==> src/rtl/hdlc_tx_channel.sv <==
`default_nettype none
// ==== hdlc_tx_channel -- HDLC serial transmitter: flags, zero insertion, CRC-16 FCS, abort | rev 1.0 ====
module hdlc_tx_channel #(
  parameter bit FCS_EN = 1'b1
) (
  input  logic       Clk,
  input  logic       Rst,
  input  logic       Tx_Enable,
  input  logic       Tx_AbortFrame,
  input  logic       Tx_DataAvail,
  input  logic [7:0] Tx_Data,
  output logic       Tx_RdBuff,
  output logic       Tx,
  output logic       Tx_ValidFrame,
  output logic       Tx_AbortedTrans,
  output logic       Tx_Done
);

  typedef enum logic [2:0] {
    S_IDLE  = 3'd0,
    S_START = 3'd1,
    S_DATA  = 3'd2,
    S_FCS   = 3'd3,
    S_END   = 3'd4,
    S_ABORT = 3'd5
  } state_t;

  localparam logic [7:0]  C_FLAG  = 8'h7E;
  localparam logic [7:0]  C_ABORT = 8'hFE;
  localparam logic [15:0] C_POLY  = 16'h8005;

  state_t      state_q, state_d;
  logic        tx_q, tx_d;
  logic        valid_q, valid_d;
  logic        rd_q, rd_d;
  logic        pend_q, pend_d;
  logic        aborted_q, aborted_d;
  logic        done_q, done_d;
  logic        full_q, full_d;
  logic [3:0]  cnt_q, cnt_d;
  logic [2:0]  ones_q, ones_d;
  logic [15:0] crc_q, crc_d;
  logic [7:0]  cur_q, cur_d;
  logic [7:0]  hold_q, hold_d;

  logic [2:0]  w_nxt;
  logic        w_have;
  logic [7:0]  w_byte;
  logic [2:0]  w_ones_base;
  logic        w_fcs_bit;
  logic        w_busy;

  function automatic logic [15:0] crc_step(input logic [15:0] c, input logic b);
    crc_step = {c[14:0], 1'b0} ^ ((b ^ c[15]) ? C_POLY : 16'h0000);
  endfunction

  // A read arriving this very edge counts as a held byte, so the frame never gaps.
  assign w_nxt       = cnt_q[2:0] + 3'd1;
  assign w_have      = full_q | pend_q;
  assign w_byte      = full_q ? hold_q : Tx_Data;
  assign w_ones_base = (state_q == S_DATA) ? ones_q : 3'd0;
  assign w_fcs_bit   = crc_q[4'd14 - cnt_q];
  assign w_busy      = (state_q == S_START) || (state_q == S_DATA) ||
                       (state_q == S_FCS)   || (state_q == S_END);

  always_comb begin
    state_d   = state_q;
    tx_d      = tx_q;
    pend_d    = rd_q;
    aborted_d = aborted_q;
    done_d    = 1'b0;
    full_d    = full_q;
    cnt_d     = cnt_q;
    ones_d    = ones_q;
    crc_d     = crc_q;
    cur_d     = cur_q;
    hold_d    = hold_q;

    if (pend_q) begin
      hold_d = Tx_Data;
      full_d = 1'b1;
    end

    case (state_q)
      S_IDLE: begin
        tx_d = 1'b1;
        if (Tx_Enable && Tx_DataAvail) begin
          state_d   = S_START;
          cnt_d     = 4'd0;
          tx_d      = C_FLAG[0];
          aborted_d = 1'b0;
          crc_d     = 16'h0000;
          ones_d    = 3'd0;
          full_d    = 1'b0;
          pend_d    = 1'b0;
        end
      end
      S_START, S_DATA: begin
        if (state_q == S_DATA && ones_q == 3'd5) begin
          tx_d   = 1'b0;
          ones_d = 3'd0;
        end else if (cnt_q[2:0] != 3'd7) begin
          cnt_d = cnt_q + 4'd1;
          if (state_q == S_START) begin
            tx_d = C_FLAG[w_nxt];
          end else begin
            tx_d   = cur_q[w_nxt];
            crc_d  = crc_step(crc_q, cur_q[w_nxt]);
            ones_d = cur_q[w_nxt] ? ones_q + 3'd1 : 3'd0;
          end
        end else if (w_have) begin
          state_d = S_DATA;
          cnt_d   = 4'd0;
          cur_d   = w_byte;
          full_d  = 1'b0;
          tx_d    = w_byte[0];
          crc_d   = crc_step(crc_q, w_byte[0]);
          ones_d  = w_byte[0] ? w_ones_base + 3'd1 : 3'd0;
        end else if (FCS_EN) begin
          state_d = S_FCS;
          cnt_d   = 4'd0;
          tx_d    = crc_q[15];
          ones_d  = crc_q[15] ? w_ones_base + 3'd1 : 3'd0;
        end else begin
          state_d = S_END;
          cnt_d   = 4'd0;
          tx_d    = C_FLAG[0];
        end
      end
      S_FCS: begin
        if (ones_q == 3'd5) begin
          tx_d   = 1'b0;
          ones_d = 3'd0;
        end else if (cnt_q != 4'd15) begin
          cnt_d  = cnt_q + 4'd1;
          tx_d   = w_fcs_bit;
          ones_d = w_fcs_bit ? ones_q + 3'd1 : 3'd0;
        end else begin
          state_d = S_END;
          cnt_d   = 4'd0;
          tx_d    = C_FLAG[0];
        end
      end
      S_END: begin
        if (cnt_q[2:0] != 3'd7) begin
          cnt_d = cnt_q + 4'd1;
          tx_d  = C_FLAG[w_nxt];
        end else begin
          state_d = S_IDLE;
          tx_d    = 1'b1;
          done_d  = 1'b1;
        end
      end
      S_ABORT: begin
        if (cnt_q[2:0] != 3'd7) begin
          cnt_d = cnt_q + 4'd1;
          tx_d  = C_ABORT[w_nxt];
        end else begin
          state_d = S_IDLE;
          tx_d    = 1'b1;
        end
      end
      default: begin
        state_d = S_IDLE;
        tx_d    = 1'b1;
      end
    endcase

    // Abort drops the held byte and any read still in flight.
    if (Tx_AbortFrame && w_busy) begin
      state_d   = S_ABORT;
      cnt_d     = 4'd0;
      tx_d      = C_ABORT[0];
      aborted_d = 1'b1;
      full_d    = 1'b0;
      pend_d    = 1'b0;
      ones_d    = 3'd0;
    end

    valid_d = (state_d == S_START) || (state_d == S_DATA) ||
              (state_d == S_FCS)   || (state_d == S_END);
    rd_d    = ((state_d == S_START) || (state_d == S_DATA)) && !full_d &&
              Tx_DataAvail && !rd_q && !pend_q;
  end

  always_ff @(posedge Clk) begin
    if (Rst) begin
      state_q   <= S_IDLE;
      tx_q      <= 1'b1;
      valid_q   <= 1'b0;
      rd_q      <= 1'b0;
      pend_q    <= 1'b0;
      aborted_q <= 1'b0;
      done_q    <= 1'b0;
      full_q    <= 1'b0;
      cnt_q     <= 4'd0;
      ones_q    <= 3'd0;
      crc_q     <= 16'h0000;
      cur_q     <= 8'h00;
      hold_q    <= 8'h00;
    end else begin
      state_q   <= state_d;
      tx_q      <= tx_d;
      valid_q   <= valid_d;
      rd_q      <= rd_d;
      pend_q    <= pend_d;
      aborted_q <= aborted_d;
      done_q    <= done_d;
      full_q    <= full_d;
      cnt_q     <= cnt_d;
      ones_q    <= ones_d;
      crc_q     <= crc_d;
      cur_q     <= cur_d;
      hold_q    <= hold_d;
    end
  end

  assign Tx              = tx_q;
  assign Tx_RdBuff       = rd_q;
  assign Tx_ValidFrame   = valid_q;
  assign Tx_AbortedTrans = aborted_q;
  assign Tx_Done         = done_q;

endmodule
`default_nettype wire

==> config.mk <==
export PLATFORM = sky130hd
export DESIGN_NAME = hdlc_tx_channel
export DESIGN_NICKNAME = d
export VERILOG_FILES = /design/src/rtl/hdlc_tx_channel.sv
export SDC_FILE = /design/constraint.sdc
export NUM_CORES = 1
export LEC_CHECK = 0
export CAP_MARGIN = 0
export CELL_PAD_IN_SITES_DETAIL_PLACEMENT = 0
export CELL_PAD_IN_SITES_GLOBAL_PLACEMENT = 1
export CORE_ASPECT_RATIO = 0.6
export CORE_MARGIN = 2
export CORE_UTILIZATION = 45
export DETAILED_ROUTE_END_ITERATION = 6
export GPL_TIMING_DRIVEN = 0
export PLACE_DENSITY_LB_ADDON = 0.1
export SETUP_SLACK_MARGIN = 0.02
export SYNTH_ARGS = -nofsm -noshare
export SYNTH_HDL_FRONTEND = slang
export SYNTH_SLANG_ARGS = --single-unit
==> constraint.sdc <==
create_clock -name Clk -period 3.1 [get_ports Clk]
set_input_delay 0.775 -clock Clk [delete_from_list [all_inputs] [get_ports Clk]]
set_output_delay 0.775 -clock Clk [all_outputs]
set_load 0.03 [all_outputs]
==> impl_table.tex <==
\begin{tabular}{lr}
\hline
Metric & Value \\
\hline
\multicolumn{2}{l}{\textbf{Outcome}} \\
Result of the run & finished clean \\
\multicolumn{2}{l}{\textbf{Clocking}} \\
Cells resized by post-CTS repair & 0 \\
CTS Hold Buffers Added & 0 \\
Clock edge transition at the registers on the reported setup and hold paths & 0.10 ns \\
Max Buffers Root-to-Sink & 2 \\
Clock net sink count & 49 \\
CTS Buf Count & 5 \\
Number of H-tree levels & 2 \\
Count of buffers added by post-CTS timing repair for setup & 0 \\
Clock tree from TritonCTS & done \\
Clk\_lat worst skew & 0.31 ns \\
Clock Tree Root & sky130\_fd\_sc\_hd\_\_clkbuf\_8 \\
\multicolumn{2}{l}{\textbf{Flow run}} \\
Maximum Capacitance Violations & 0 \\
\multicolumn{2}{l}{\textbf{Floorplan}} \\
Die height & 63.6 um \\
Width of the die & 103 um \\
Starting density of the core & 47.2\% \\
Die Area & 6580 um2 \\
Area of the core & 5650 um2 \\
Cell Rows & 21 \\
IO Pins & 18 \\
\multicolumn{2}{l}{\textbf{Yosys}} \\
Fraction of post-synthesis cell area in the top cell type by area & 36.8\% \\
Flip-flop cell with the highest count after synthesis & sky130\_fd\_sc\_hd\_\_dfxtp\_1 \\
Biggest area consumer among synthesized cells & sky130\_fd\_sc\_hd\_\_dfxtp\_1 \\
Avg Synthesized Cell Area & 8.55 um2 \\
Area contributors post-synth & sky130\_fd\_sc\_hd\_\_dfxtp\_1 37\%, sky130\_fd\_sc\_hd\_\_mux2i\_1 7.9\%, sky130\_fd\_sc\_hd\_\_nor2\_1 7.7\% \\
Share of synthesized flip-flops with an asynchronous set or reset & 0\% \\
Synthesized net count & 331 \\
Count of distinct cell types in the synthesized netlist & 47 \\
Count of yosys warnings during synthesis & 0 \\
Share of the yosys chip area belonging to registers & 36.8\% \\
Synthesized instance count & 312 \\
Number of flip-flops and latches in the synthesized netlist & 49 \\
Number of flops mapped to enable cells by yosys & 0 \\
Netlist area before placement & 2670 um2 \\
\multicolumn{2}{l}{\textbf{Drt}} \\
DRC viols & 0 \\
Post-detailed-route wirelength per cell & 16.1 um \\
Router iterations before antenna repair & 4 \\
Vias & 2309 \\
Per-cell via count in the routed design & 5.55 \\
Final routed wirelength across all metal layers & 6710 um \\
Count of antenna-violating nets left after detailed routing & 0 \\
Iteration-0 DRC Markers & 119 \\
\multicolumn{2}{l}{\textbf{Critical path}} \\
Crit Path Class & input pin to flip-flop \\
Kind of capture point of the worst setup path & flip-flop \\
Critical Path Fanout Max & 10 \\
Arrival time reported for the critical path endpoint & 2.80 ns \\
Required time at the endpoint of the critical path & 3.35 ns \\
Reg-to-reg endpoint & crc\_q[15]\$\_SDFFE\_PP0P\_ \\
Origin of the critical flop-to-flop path & cnt\_q[1]\$\_SDFFE\_PP0P\_ \\
R2R depth & 8 \\
Kind of launch point of the worst setup path & input pin \\
Setup slack on the worst flop-to-flop path & 0.63 ns \\
\multicolumn{2}{l}{\textbf{Finish}} \\
Layout filler cell count & 555 \\
Share of final-layout standard cells stronger than drive strength 1 & 6.25\% \\
Commonest cells after routing, fill and taps aside & 55 x sky130\_fd\_sc\_hd\_\_nor2\_1, 49 x sky130\_fd\_sc\_hd\_\_dfxtp\_1, 23 x sky130\_fd\_sc\_hd\_\_a21oi\_1, 21 x sky130\_fd\_sc\_hd\_\_mux2i\_1 \\
Final net count & 354 \\
Antenna Diode Count & 0 \\
P\&R area growth vs syn & 14.1\% \\
Most common cell after layout, fill and taps aside & sky130\_fd\_sc\_hd\_\_nor2\_1 \\
\multicolumn{2}{l}{\textbf{Timing}} \\
Final slew viol count & 0 \\
Ratio of final minimum period to clock period & 82.2\% \\
Transition at the pin with the smallest max-transition slack & 0.674 ns \\
Worst max-slew margin expressed relative to the limit & 55.1\% \\
Setup TNS & 0 ns \\
Unrepaired setup endpoints after global routing & false \\
Final setup skew & 0.00743 ns \\
Fin worst setup slack & 0.552 ns \\
Highest clock rate & 0.392 GHz \\
Clock period minus final worst setup slack & 2.55 ns \\
Final Hold Viols & 0 \\
Number of setup violations in the final report & 0 \\
\multicolumn{2}{l}{\textbf{Min path}} \\
Startpoint of the worst hold path & Tx\_AbortedTrans\$\_SDFFE\_PP0P\_ \\
Number of instances on the worst hold path & 2 \\
Path class of the lowest-slack min-delay path & flip-flop to flip-flop \\
End of the worst hold path & Tx\_AbortedTrans\$\_SDFFE\_PP0P\_ \\
\multicolumn{2}{l}{\textbf{Pwr}} \\
Power per Cell Area & 474 nW/um2 \\
Maximum VDD drop & 237 uV \\
Leak pwr & 1.14 nW \\
\multicolumn{2}{l}{\textbf{GRT}} \\
Wire length of the first global-routing pass & 10900 um \\
Total overflow reported by the global router & 0 \\
Total track usage & 21.5\% \\
Number of antenna violations at the first check in global routing & 0 \\
Maximum number of pins on one net before global-route repair & 18 \\
Number of global-route vias before repair & 2108 \\
\multicolumn{2}{l}{\textbf{Placement}} \\
Final RePlAce weighted congestion & 0.903 \\
Worst setup slack before clock tree synthesis & 0.279 ns \\
DP Wirelength & 4970 um \\
Buffers on Ports & 16 \\
\hline
\end{tabular}
## state kept, by name, summed over array words and instances (netlist names), 3 cells and up
name / flops
cnt_q: 4
crc_q: 16
cur_q: 8
hold_q: 8
ones_q: 3
state_q: 3
## kinds of logic (layout without fill, tap and decap cells)
| group | after synthesis | in the layout | synth area share (%) |
|---|---|---|---|
| buffers and inverters | 27 | 51 | 4.69 |
| adder cells (fa/ha/maj) | 6 | 6 | 2.81 |
| multiplexers | 28 | 28 | 14.1 |
| AND/OR/NAND/NOR | 124 | 124 | 22.8 |
| AO/OA/AOI/OAI | 73 | 73 | 17.2 |
| flip-flops | 49 | 49 | 36.8 |
| XOR/XNOR | 5 | 5 | 1.64 |
## metal layers
layer  global-route usage (%)  routed length [um]
met1                     35.8                3700
met2                     27.5                2410
met3                     4.77                 559
met4                     3.95                  31
met5                        0                   0
## Yosys cell counts (2+ instances only)
| master | number |
|---|---|
| sky130_fd_sc_hd__o22ai_1 | 4 |
| sky130_fd_sc_hd__nor4_1 | 3 |
| sky130_fd_sc_hd__or3_1 | 2 |
| sky130_fd_sc_hd__buf_2 | 6 |
| sky130_fd_sc_hd__buf_6 | 2 |
| sky130_fd_sc_hd__mux4_1 | 5 |
| sky130_fd_sc_hd__nand3b_1 | 2 |
| sky130_fd_sc_hd__a21o_1 | 2 |
| sky130_fd_sc_hd__o221ai_1 | 2 |
| sky130_fd_sc_hd__o211ai_1 | 3 |
| sky130_fd_sc_hd__ha_1 | 6 |
| sky130_fd_sc_hd__o21ai_1 | 3 |
| sky130_fd_sc_hd__mux2i_1 | 21 |
| sky130_fd_sc_hd__inv_1 | 6 |
| sky130_fd_sc_hd__dfxtp_1 | 49 |
| sky130_fd_sc_hd__nand3_1 | 6 |
| sky130_fd_sc_hd__and3_1 | 16 |
| sky130_fd_sc_hd__and2_1 | 4 |
| sky130_fd_sc_hd__nor3_1 | 2 |
| sky130_fd_sc_hd__clkbuf_1 | 11 |
| sky130_fd_sc_hd__o21ai_0 | 10 |
| sky130_fd_sc_hd__a22oi_1 | 4 |
| sky130_fd_sc_hd__xor2_1 | 5 |
| sky130_fd_sc_hd__nand2b_1 | 9 |
| sky130_fd_sc_hd__a211oi_1 | 13 |
| sky130_fd_sc_hd__nand2_1 | 16 |
| sky130_fd_sc_hd__nor2_1 | 55 |
| sky130_fd_sc_hd__a21oi_1 | 23 |
| sky130_fd_sc_hd__a31oi_1 | 3 |
| sky130_fd_sc_hd__nor2b_1 | 2 |
## worst max-delay path by stage
stage / startpoint / to / slack (ns) / depth (start not counted)
2_1_floorplan: cnt_q[1]$_SDFFE_PP0P_ / crc_q[15]$_SDFFE_PP0P_ / 0.91 / 8
3_3_place_gp: Tx_DataAvail / crc_q[5]$_SDFFE_PP0P_ / 0.27 / 8
3_5_place_dp: Tx_DataAvail / crc_q[5]$_SDFFE_PP0P_ / 0.28 / 8
4_1_cts: Tx_DataAvail / crc_q[5]$_SDFFE_PP0P_ / 0.59 / 8
5_1_grt: Tx_DataAvail / crc_q[10]$_SDFFE_PP0P_ / 0.42 / 8
6_report: Tx_DataAvail / crc_q[5]$_SDFFE_PP0P_ / 0.55 / 8
## power breakdown
| group | internal, mW | total [mW] | switching, mW | leakage [nW] |
|---|---|---|---|---|
| clock | 0.247 | 0.485 | 0.238 | 0.0591 |
| combinational | 0.113 | 0.300 | 0.188 | 0.688 |
| sequential | 0.647 | 0.657 | 0.00980 | 0.396 |
## layout make-up
cell class              instances  area (um2)  area share, %
plain buffers                  21         103           3.37
clock buffers                   5        68.8           2.26
clock inverters                 3        47.5           1.56
inverters                       6        22.5          0.740
multi-input cells             236        1560           51.3
flip-flops and latches         49         981           32.2
well taps                      80         100           3.29
repair buffers                 16         160           5.26
## through the flow
step	cell area, um2	total power, mW	std cells	hold slack (ns)	util [%]
finish	3040	1.44	416	0.469	53.9
global route	3040	1.51	416	0.509	53.9
CTS	3040	1.45	416	0.474	53.9
global placement	2930	0.967	408	0.444	51.8
floorplan	2670	0.875	312	0.436	-
detailed placement	2930	0.967	408	0.460	51.8
## critical path, stage by stage
cell	delay (ns)
sky130_fd_sc_hd__clkdlybuf4s50_1	0.53
sky130_fd_sc_hd__a211oi_1	0.13
sky130_fd_sc_hd__a211oi_1	0.45
sky130_fd_sc_hd__o21a_1	0.33
sky130_fd_sc_hd__clkbuf_2	0.26
sky130_fd_sc_hd__and3_1	0.18
sky130_fd_sc_hd__a21oi_1	0.04
sky130_fd_sc_hd__nor2_1	0.08
No activity file was read; power rests on OpenSTA's default activity.
